`config.mk`:
```
export PLATFORM = sky130hd
export DESIGN_NAME = alu_24
export DESIGN_NICKNAME = d
export VERILOG_FILES = /design/src/rtl/alu_24.sv
export SDC_FILE = /design/constraint.sdc
export NUM_CORES = 1
export LEC_CHECK = 0
export CORE_UTILIZATION = 60
export CTS_BUF_LIST = sky130_fd_sc_hd__clkbuf_8
export DETAILED_ROUTE_END_ITERATION = 12
export DONT_BUFFER_PORTS = 1
export PLACE_DENSITY = 0.76
export RECOVER_POWER = 25
export SLEW_MARGIN = 40
export SYNTH_ARGS = -nofsm -noshare
export SYNTH_HDL_FRONTEND = slang
export SYNTH_HIERARCHICAL = 1
export SYNTH_SLANG_ARGS = --single-unit
```
`constraint.sdc`:
```
create_clock -name clk -period 12.8 [get_ports clk]
set_clock_uncertainty 0.1 [all_clocks]
set_input_delay 0.64 -clock clk [delete_from_list [all_inputs] [get_ports clk]]
set_output_delay 0.64 -clock clk [all_outputs]
set_load 0.01 [all_outputs]
```
`src/rtl/alu_24.sv`:
```
// 24-bit ALU built from one-bit slices in a ripple-carry chain, followed by a
// single output register stage (1-cycle latency, one operation per cycle).

module alu_24_slice (
    input  logic       i_a,
    input  logic       i_b,
    input  logic       i_bNegate,
    input  logic       i_carry,
    input  logic [1:0] i_op,
    output logic       o_result,
    output logic       o_carry
);

    logic w_bx;
    logic w_sum;

    assign w_bx    = i_b ^ i_bNegate;
    assign w_sum   = i_a ^ w_bx ^ i_carry;
    assign o_carry = (i_a & w_bx) | (i_a & i_carry) | (w_bx & i_carry);

    always_comb begin
        o_result = 1'b0;
        case (i_op)
            2'b00:   o_result = i_a & w_bx;
            2'b01:   o_result = i_a | w_bx;
            2'b10:   o_result = w_sum;
            default: o_result = i_a ^ w_bx;
        endcase
    end

endmodule

module alu_24 #(
    parameter int WIDTH = 24
) (
    input  logic             clk,
    input  logic             reset,
    input  logic [WIDTH-1:0] A,
    input  logic [WIDTH-1:0] B,
    input  logic [1:0]       ALUOp,
    input  logic             BNegate,
    output logic             Overflow,
    output logic             Zero,
    output logic             CarryOut,
    output logic [WIDTH-1:0] Result
);

    logic [WIDTH:0]   w_carry;
    logic [WIDTH-1:0] w_result;
    logic             w_isArith;

    // BNegate doubles as the adder carry-in so ~B + 1 forms the two's complement.
    assign w_carry[0] = BNegate;
    assign w_isArith  = (ALUOp == 2'b10);

    for (genvar i = 0; i < WIDTH; i++) begin : g_slice
        alu_24_slice u_slice (
            .i_a       (A[i]),
            .i_b       (B[i]),
            .i_bNegate (BNegate),
            .i_carry   (w_carry[i]),
            .i_op      (ALUOp),
            .o_result  (w_result[i]),
            .o_carry   (w_carry[i+1])
        );
    end

    logic [WIDTH-1:0] r_result;
    logic             r_zero;
    logic             r_carryOut;
    logic             r_overflow;

    always_ff @(posedge clk) begin
        if (reset) begin
            r_result   <= '0;
            r_zero     <= 1'b1;
            r_carryOut <= 1'b0;
            r_overflow <= 1'b0;
        end else begin
            r_result   <= w_result;
            r_zero     <= ~|w_result;
            r_carryOut <= w_isArith & w_carry[WIDTH];
            r_overflow <= w_isArith & (w_carry[WIDTH] ^ w_carry[WIDTH-1]);
        end
    end

    assign Result   = r_result;
    assign Zero     = r_zero;
    assign CarryOut = r_carryOut;
    assign Overflow = r_overflow;

endmodule

```
==> impl_metrics.sql, run 1 <==
INSERT INTO impl_metrics (metric_group, metric, value, unit) VALUES
('detailed_routing', 'routed_wire_length_per_instance', '16.4', 'um'),
('final_layout', 'layout-area-overhead-vs-synth', '3.34', '%'),
('timing', 'finalWorstPathRequiredPeriod', '12.04', 'ns'),
('final_layout', 'num_antenna_cells', '0', ''),
('detailed_routing', 'drtPass1Iterations', '4', ''),
('global_route', 'vias_in_the_first_global_route', '1938', ''),
('final_layout', 'nets', '385', ''),
('yosys', 'synth.area.top_cells', 'ha_1 (21%), dfxtp_1 (18%), mux4_2 (18%), fa_1 (16%), inv_1 (9.2%)', ''),
('yosys', 'synth_cell_type_count', '17', ''),
('timing', 'setup-violations-final', '0', ''),
('timing', 'worst_slew_margin_relative_to_its_limit', '78.2', '%'),
('yosys', 'synthesis.area', '2920', 'um2'),
('yosys', 'ys.warnings.count', '6', ''),
('yosys', 'synth_edf_count', '0', ''),
('detailed_routing', 'highest_routing_layer_actually_used', 'met4', ''),
('die', 'design.core.area', '4690', 'um2'),
('placed_design', 'place_congestion', '0.804', ''),
('detailed_routing', 'drt_wl_total', '5140', 'um'),
('critical_path', 'timing_worst_setup_path_type', 'in2reg', ''),
('timing', 'timing.final.ws_setup', '0.757', 'ns'),
('yosys', 'netlist_top_cells_count', 'inv_1 (72), ha_1 (48), dfxtp_1 (27)', ''),
('yosys', 'post_synth.cell_area_avg', '11.4', 'um2'),
('critical_path', 'end_kind', 'flop', ''),
('yosys', 'synth.yosys.seq_area_share', '18.5', '%'),
('yosys', 'yosys.cell_count.top_type', 'inv_1', ''),
('die', 'placement_rows', '25', ''),
('pwr', 'power.density', '83.7', 'nW/um2'),
('clock_tree', 'post_cts_resized', '0', ''),
('detailed_routing', 'drt-met1-wl', '2130', 'um'),
('job', 'max_capacitance_violation_count', '0', ''),
('pwr', 'power.ir.vdd_worst', '59.2', 'uV'),
('clock_tree', 'cts_sinks', '27', ''),
('clock_tree', 'clkSlewWorstSetupHoldPaths', '0.09', 'ns'),
('critical_path', 'worst-endpoint-arrival', '12.15', 'ns'),
('detailed_routing', 'drt.antenna.violating_nets', '0', ''),
('detailed_routing', 'drc_errors', '0', ''),
('pwr', 'power.total', '0.253', 'mW'),
('timing', 'report.final.slew_viol_count', '0', ''),
('detailed_routing', 'vias_per_cell', '5.47', ''),
('yosys', 'synth.net_count', '382', ''),
('outcome', 'run_status', 'finished clean', ''),
('timing', 'timing_worst_slew_pin_value', '0.326', 'ns'),
('detailed_routing', 'detail_route.iter0.violations', '68', ''),
('placed_design', 'place_hpwl', '4220', 'um'),
('placed_design', 'port_buffers', '0', ''),
('die', 'boundaryPins', '80', ''),
('detailed_routing', 'met3_length', '207', 'um'),
('global_route', 'antenna_found_initial', '0', ''),
('timing', 'report.final.hold_viol_count', '0', ''),
('yosys', 'post-synth-top-area-cell', 'ha_1', ''),
('clock_tree', 'cts-root-to-sink-buffers', '2', ''),
('yosys', 'postSynth.topFlopCell', 'dfxtp_1', ''),
('global_route', 'grt_pass1_wl', '8840', 'um'),
('min_path', 'whs_path_depth', '1', ''),
('clock_tree', 'cts-hold-fix-buffers', '0', ''),
('yosys', 'synth.top_cell.area_share', '20.5', '%'),
('min_path', 'endpoint_of_the_worst_hold_timing_path', 'Result[19]', ''),
('clock_tree', 'cts_buffers', '3', ''),
('global_route', 'grt_util_all_layers', '22.1', '%'),
('critical_path', 'critPathMostFrequentCell', 'fa_1', ''),
('clock_tree', 'postCtsSetupRepairBufs', '0', ''),
('timing', 'fmaxAchievable', '0.0830', 'GHz'),
('final_layout', 'layout-drive-gt1-share', '12.7', '%'),
('yosys', 'postSynth.asyncResetShare', '0', '%'),
('placed_design', 'pre_cts_slack', '0.433', 'ns'),
('critical_path', 'start_kind', 'primary input', ''),
('die', 'dieHeight', '71.8', 'um'),
('min_path', 'hp-class', 'in2reg', ''),
('yosys', 'yosys_register_bits', '27', ''),
('timing', 'post-route-period-util', '94.1', '%'),
('timing', 'fin_setup_tns', '0', 'ns');
==> sequential cells by signal, summed over array words and instances, names as in the netlist <==
| signal | cells |
|---|---|
| CarryOut | 1 |
| Zero | 1 |
| Overflow | 1 |
| Result | 24 |
==> layer usage <==
| layer | vias to the layer above | GRT usage (%) |
|---|---|---|
| met2 | 49 | 41.9 |
| met5 | - | 0 |
| met1 | 842 | 27.0 |
| li1 | 818 | - |
| met4 | 0 | 1.96 |
| met3 | 2 | 4.36 |
==> worst max-delay path, delay by kind of cell <==
kind | cells | cell delay (ns)
AND/OR/NAND/NOR | 2 | 0.28
adder cells (fa/ha/maj) | 24 | 10.43
multiplexers | 1 | 0.48
AO/OA/AOI/OAI | 1 | 0.13
XOR/XNOR | 1 | 0.18
==> layout by cell type (no fill, tap or decap) <==
| cell | n |
|---|---|
| clkbuf_8 | 3 |
| clkinv_2 | 1 |
| dfxtp_1 | 27 |
| fa_1 | 24 |
| ha_1 | 48 |
| inv_1 | 72 |
| mux4_2 | 24 |
| nand2_1 | 1 |
| nand4_1 | 1 |
| nor2b_1 | 24 |
| nor4_1 | 2 |
| nor4_2 | 4 |
| nor4b_2 | 1 |
| nor4bb_1 | 1 |
| o21bai_1 | 1 |
| xnor2_1 | 1 |
| xor2_1 | 24 |
==> kinds of logic after synthesis <==
kind of cell | count (synthesis) | synth area share (%)
adder cells (fa/ha/maj) | 72 | 37.0
AND/OR/NAND/NOR | 34 | 8.48
multiplexers | 24 | 18.5
XOR/XNOR | 25 | 7.49
buffers and inverters | 74 | 9.80
AO/OA/AOI/OAI | 1 | 0.257
flip-flops | 27 | 18.5
==> power breakdown <==
group	internal, mW	switching [mW]
sequential	0.0948	0.00945
combinational	0.0544	0.0458
clock	0.0218	0.0264
total	0.171	0.0816
==> per-stage QoR <==
stage | utilization, % | hold slack (ns) | cells | instance area (um2)
2_1_floorplan | - | 0.611 | 257 | 2920
3_3_place_gp | 63.4 | 0.615 | 309 | 2970
3_5_place_dp | 63.4 | 0.616 | 309 | 2970
4_1_cts | 64.4 | 0.320 | 313 | 3020
5_1_grt | 64.4 | 0.303 | 313 | 3020
6_report | 64.4 | 0.328 | 313 | 3020
==> worst max-delay path by stage <==
stage,start,to,slack [ns]
floorplan,BNegate,Zero,0.90
global placement,BNegate,Zero,0.62
detailed placement,BNegate,Zero,0.43
CTS,BNegate,Zero,0.68
global route,BNegate,Zero,0.28
finish,BNegate,Zero,0.76
==> cell type report <==
| class | instances | area (um2) |
|---|---|---|
| tap | 54 | 67.6 |
| sequential | 27 | 541 |
| inverter | 72 | 270 |
| multi-input combinational | 156 | 2100 |
| clock buffer | 3 | 41.3 |
| clock inverter | 1 | 5.00 |
| fill | 377 | 1670 |
No activity file was read; power rests on OpenSTA's default activity.
==> inputs of run 2 (changes only) <==
SYNTH_HIERARCHICAL = default   (was 1)
==> run 2 against run 1 <==
Net effect:
- sequential share of layout area fell by 0.15 points
- combinational power fell by 7%
- sequential power barely moved
- highest routed layer unchanged
==> impl_metrics.sql, run 2 <==
INSERT INTO impl_metrics (metric_group, metric, value, unit) VALUES
('critical_path', 'timing_worst_setup_path_type', 'in2reg', ''),
('final_layout', 'utilization', '63.6', '%'),
('yosys', 'netlist_top_cells_count', 'inv_1 (62), ha_1 (48), dfxtp_1 (27)', ''),
('final_layout', 'fillerInstances', '399', ''),
('min_path', 'timing.hold.worst.start', 'reset', ''),
('critical_path', 'worst-endpoint-arrival', '11.10', 'ns'),
('job', 'max_capacitance_violation_count', '0', ''),
('outcome', 'run_status', 'finished clean', ''),
('detailed_routing', 'drtPass1Iterations', '4', ''),
('final_layout', 'num_antenna_cells', '0', ''),
('global_route', 'grt_util_all_layers', '21.7', '%'),
('yosys', 'yosys_register_bits', '27', ''),
('detailed_routing', 'drc_errors', '0', ''),
('yosys', 'synth.yosys.seq_area_share', '17.9', '%'),
('clock_tree', 'clock_tree.root_cell', 'clkbuf_8', ''),
('min_path', 'endpoint_of_the_worst_hold_timing_path', 'Result[1]', ''),
('critical_path', 'critical_path_required', '12.88', 'ns'),
('final_layout', 'mostFrequentLayoutCells', 'inv_1 (63), ha_1 (48), dfxtp_1 (27), xor2_1 (25), fa_1 (23)', ''),
('pwr', 'power.density', '79.7', 'nW/um2'),
('yosys', 'synthesis.instances', '302', ''),
('global_route', 'largest_net_degree_at_the_start_of_global_routing', '62', ''),
('min_path', 'whs_path_depth', '1', ''),
('clock_tree', 'cts-hold-fix-buffers', '0', ''),
('final_layout', 'layout-area-overhead-vs-synth', '0.912', '%'),
('global_route', 'grt_pass1_wl', '8890', 'um'),
('yosys', 'synthesis.area', '3020', 'um2'),
('critical_path', 'max_stage_delay', '0.55', 'ns'),
('placed_design', 'pre_cts_slack', '1.61', 'ns'),
('detailed_routing', 'drt_wl_total', '5360', 'um'),
('critical_path', 'start_kind', 'primary input', ''),
('yosys', 'post_synth.cell_area_avg', '9.99', 'um2'),
('global_route', 'grt_remaining_overflow', '0', ''),
('die', 'design.core.area', '4790', 'um2'),
('final_layout', 'layout-drive-gt1-share', '5.15', '%'),
('timing', 'report.final.slew_viol_count', '0', ''),
('timing', 'fin_setup_tns', '0', 'ns'),
('timing', 'setup-violations-final', '0', ''),
('clock_tree', 'clkSlewWorstSetupHoldPaths', '0.09', 'ns'),
('detailed_routing', 'vias_per_cell', '5.41', ''),
('yosys', 'ys.warnings.count', '0', ''),
('final_layout', 'largest_reg_flops', '24', ''),
('detailed_routing', 'vias', '1936', ''),
('timing', 'timing_worst_slew_pin_value', '0.394', 'ns'),
('yosys', 'post-synth-top-area-cell', 'ha_1', ''),
('pwr', 'power.ir.vdd_worst', '37.3', 'uV'),
('timing', 'timing.final.ws_setup', '1.78', 'ns'),
('timing', 'post-route-period-util', '86.1', '%'),
('timing', 'rsz_0062_raised_after_global_routing', 'false', ''),
('critical_path', 'end_kind', 'flop', ''),
('pwr', 'p_leak', '1.49', 'nW'),
('timing', 'report.final.hold_viol_count', '0', ''),
('yosys', 'postSynth.topFlopCell', 'dfxtp_1', ''),
('die', 'design.die.area', '5320', 'um2'),
('critical_path', 'slowest_stage_cell_on_the_critical_path', 'mux4_1', ''),
('die', 'start_util', '63.1', '%'),
('clock_tree', 'cts-root-to-sink-buffers', '2', ''),
('critical_path', 'critPathMostFrequentCell', 'fa_1', ''),
('yosys', 'yosys.cell_count.top_type', 'inv_1', ''),
('yosys', 'synth_cell_type_count', '35', ''),
('yosys', 'postSynth.asyncResetShare', '0', '%'),
('yosys', 'synth.top_cell.area_share', '19.9', '%'),
('placed_design', 'place_hpwl', '4400', 'um'),
('clock_tree', 'cts_sinks', '27', ''),
('die', 'dieHeight', '72.9', 'um'),
('detailed_routing', 'drt.antenna.violating_nets', '0', ''),
('clock_tree', 'postCtsSetupRepairBufs', '0', ''),
('placed_design', 'place_congestion', '0.856', ''),
('clock_tree', 'cts_tree', 'built', ''),
('yosys', 'synth_edf_count', '0', ''),
('global_route', 'antenna_found_initial', '0', ''),
('yosys', 'synth.net_count', '426', ''),
('final_layout', 'commonest_non_fill_non_tap_cell_in_the_layout', 'inv_1', ''),
('critical_path', 'worst_path_maximum_fanout', '27', ''),
('clock_tree', 'cts_max_level', '1', ''),
('final_layout', 'nets', '416', ''),
('timing', 'finalWorstPathRequiredPeriod', '11.02', 'ns'),
('min_path', 'hp-class', 'in2reg', ''),
('yosys', 'synth.area.top_cells', 'ha_1 (20%), dfxtp_1 (18%), fa_1 (15%), inv_1 (7.7%), xor2_1 (7.3%)', ''),
('clock_tree', 'post_cts_resized', '0', ''),
('detailed_routing', 'routed_wire_length_per_instance', '15.0', 'um'),
('timing', 'worst_slew_margin_relative_to_its_limit', '73.6', '%'),
('die', 'placement_rows', '25', ''),
('global_route', 'vias_in_the_first_global_route', '1833', ''),
('clock_tree', 'cts_buffers', '3', ''),
('die', 'boundaryPins', '80', ''),
('placed_design', 'port_buffers', '0', ''),
('die', 'die_width', '72.9', 'um'),
('timing', 'fmaxAchievable', '0.0908', 'GHz'),
('detailed_routing', 'detail_route.iter0.violations', '111', '');
==> run 2: cell count changes in the layout (fill, tap and decap cells not counted), sizes merged, moves of 3 or more <==
cell / change
o21ai: +3
nor4: -3
nor3: +8
nor2: +15
mux4: -12
o22a: +3
and2: +13
inv: -8
a211oi: +18
nor2b: -18
o211ai: +3
==> run 2: layer usage <==
metal	global-route usage [%]	part of all wire [%]	up-vias
met5	0	0	-
met2	37.1	50	55
met1	28.8	43	907
met4	3.27	0.54	0
met3	4.83	6.3	4
li1	-	-	970
==> run 2: per-stage QoR <==
stage               hold slack [ns]  power, mW  cells  area (um2)
floorplan                     0.619      0.184    302        3020
global placement              0.616      0.193    354        3000
detailed placement            0.618      0.198    354        3000
CTS                           0.324      0.244    358        3050
global route                  0.321      0.263    358        3050
finish                        0.325      0.243    358        3050
==> run 2: cells by family after synthesis <==
| group | Yosys count | share of synthesized area, % |
|---|---|---|
| simple gates | 54 | 9.87 |
| xor+xnor | 25 | 7.26 |
| fa+ha+maj | 71 | 35.2 |
| flops | 27 | 17.9 |
| buf+inv | 78 | 11.2 |
| mux | 15 | 10.7 |
| compound gates | 32 | 7.96 |
==> run 2: worst max-delay path by stage <==
stage | to | slack (ns) | startpoint
6_report | Zero | 1.78 | BNegate
5_1_grt | Zero | 1.43 | BNegate
4_1_cts | Zero | 1.85 | BNegate
3_5_place_dp | Zero | 1.61 | BNegate
3_3_place_gp | Zero | 1.76 | BNegate
2_1_floorplan | Zero | 1.56 | BNegate
==> run 2: layout make-up <==
cell class                 instances  area, um2  area share (%)
multi-input combinational        197       2140            70.3
sequential                        27        541            17.7
inverter                          63        236            7.77
tap                               67       83.8            2.75
clock buffer                       3       41.3            1.36
clock inverter                     1       3.75           0.123
==> run 2: worst max-delay path, delay by kind of cell <==
family | cells | cell delay (ns)
XOR/XNOR | 1 | 0.15
adder cells (fa/ha/maj) | 23 | 8.99
buffers and inverters | 2 | 0.16
multiplexers | 1 | 0.55
AO/OA/AOI/OAI | 1 | 0.23
AND/OR/NAND/NOR | 2 | 0.37
==> run 2: power by group <==
part	switching (mW)	internal [mW]	total [mW]
Combinational	0.0467	0.0466	0.0933
Clock	0.0259	0.0215	0.0474
Sequential	0.00812	0.0938	0.102
Total	0.0807	0.162	0.243
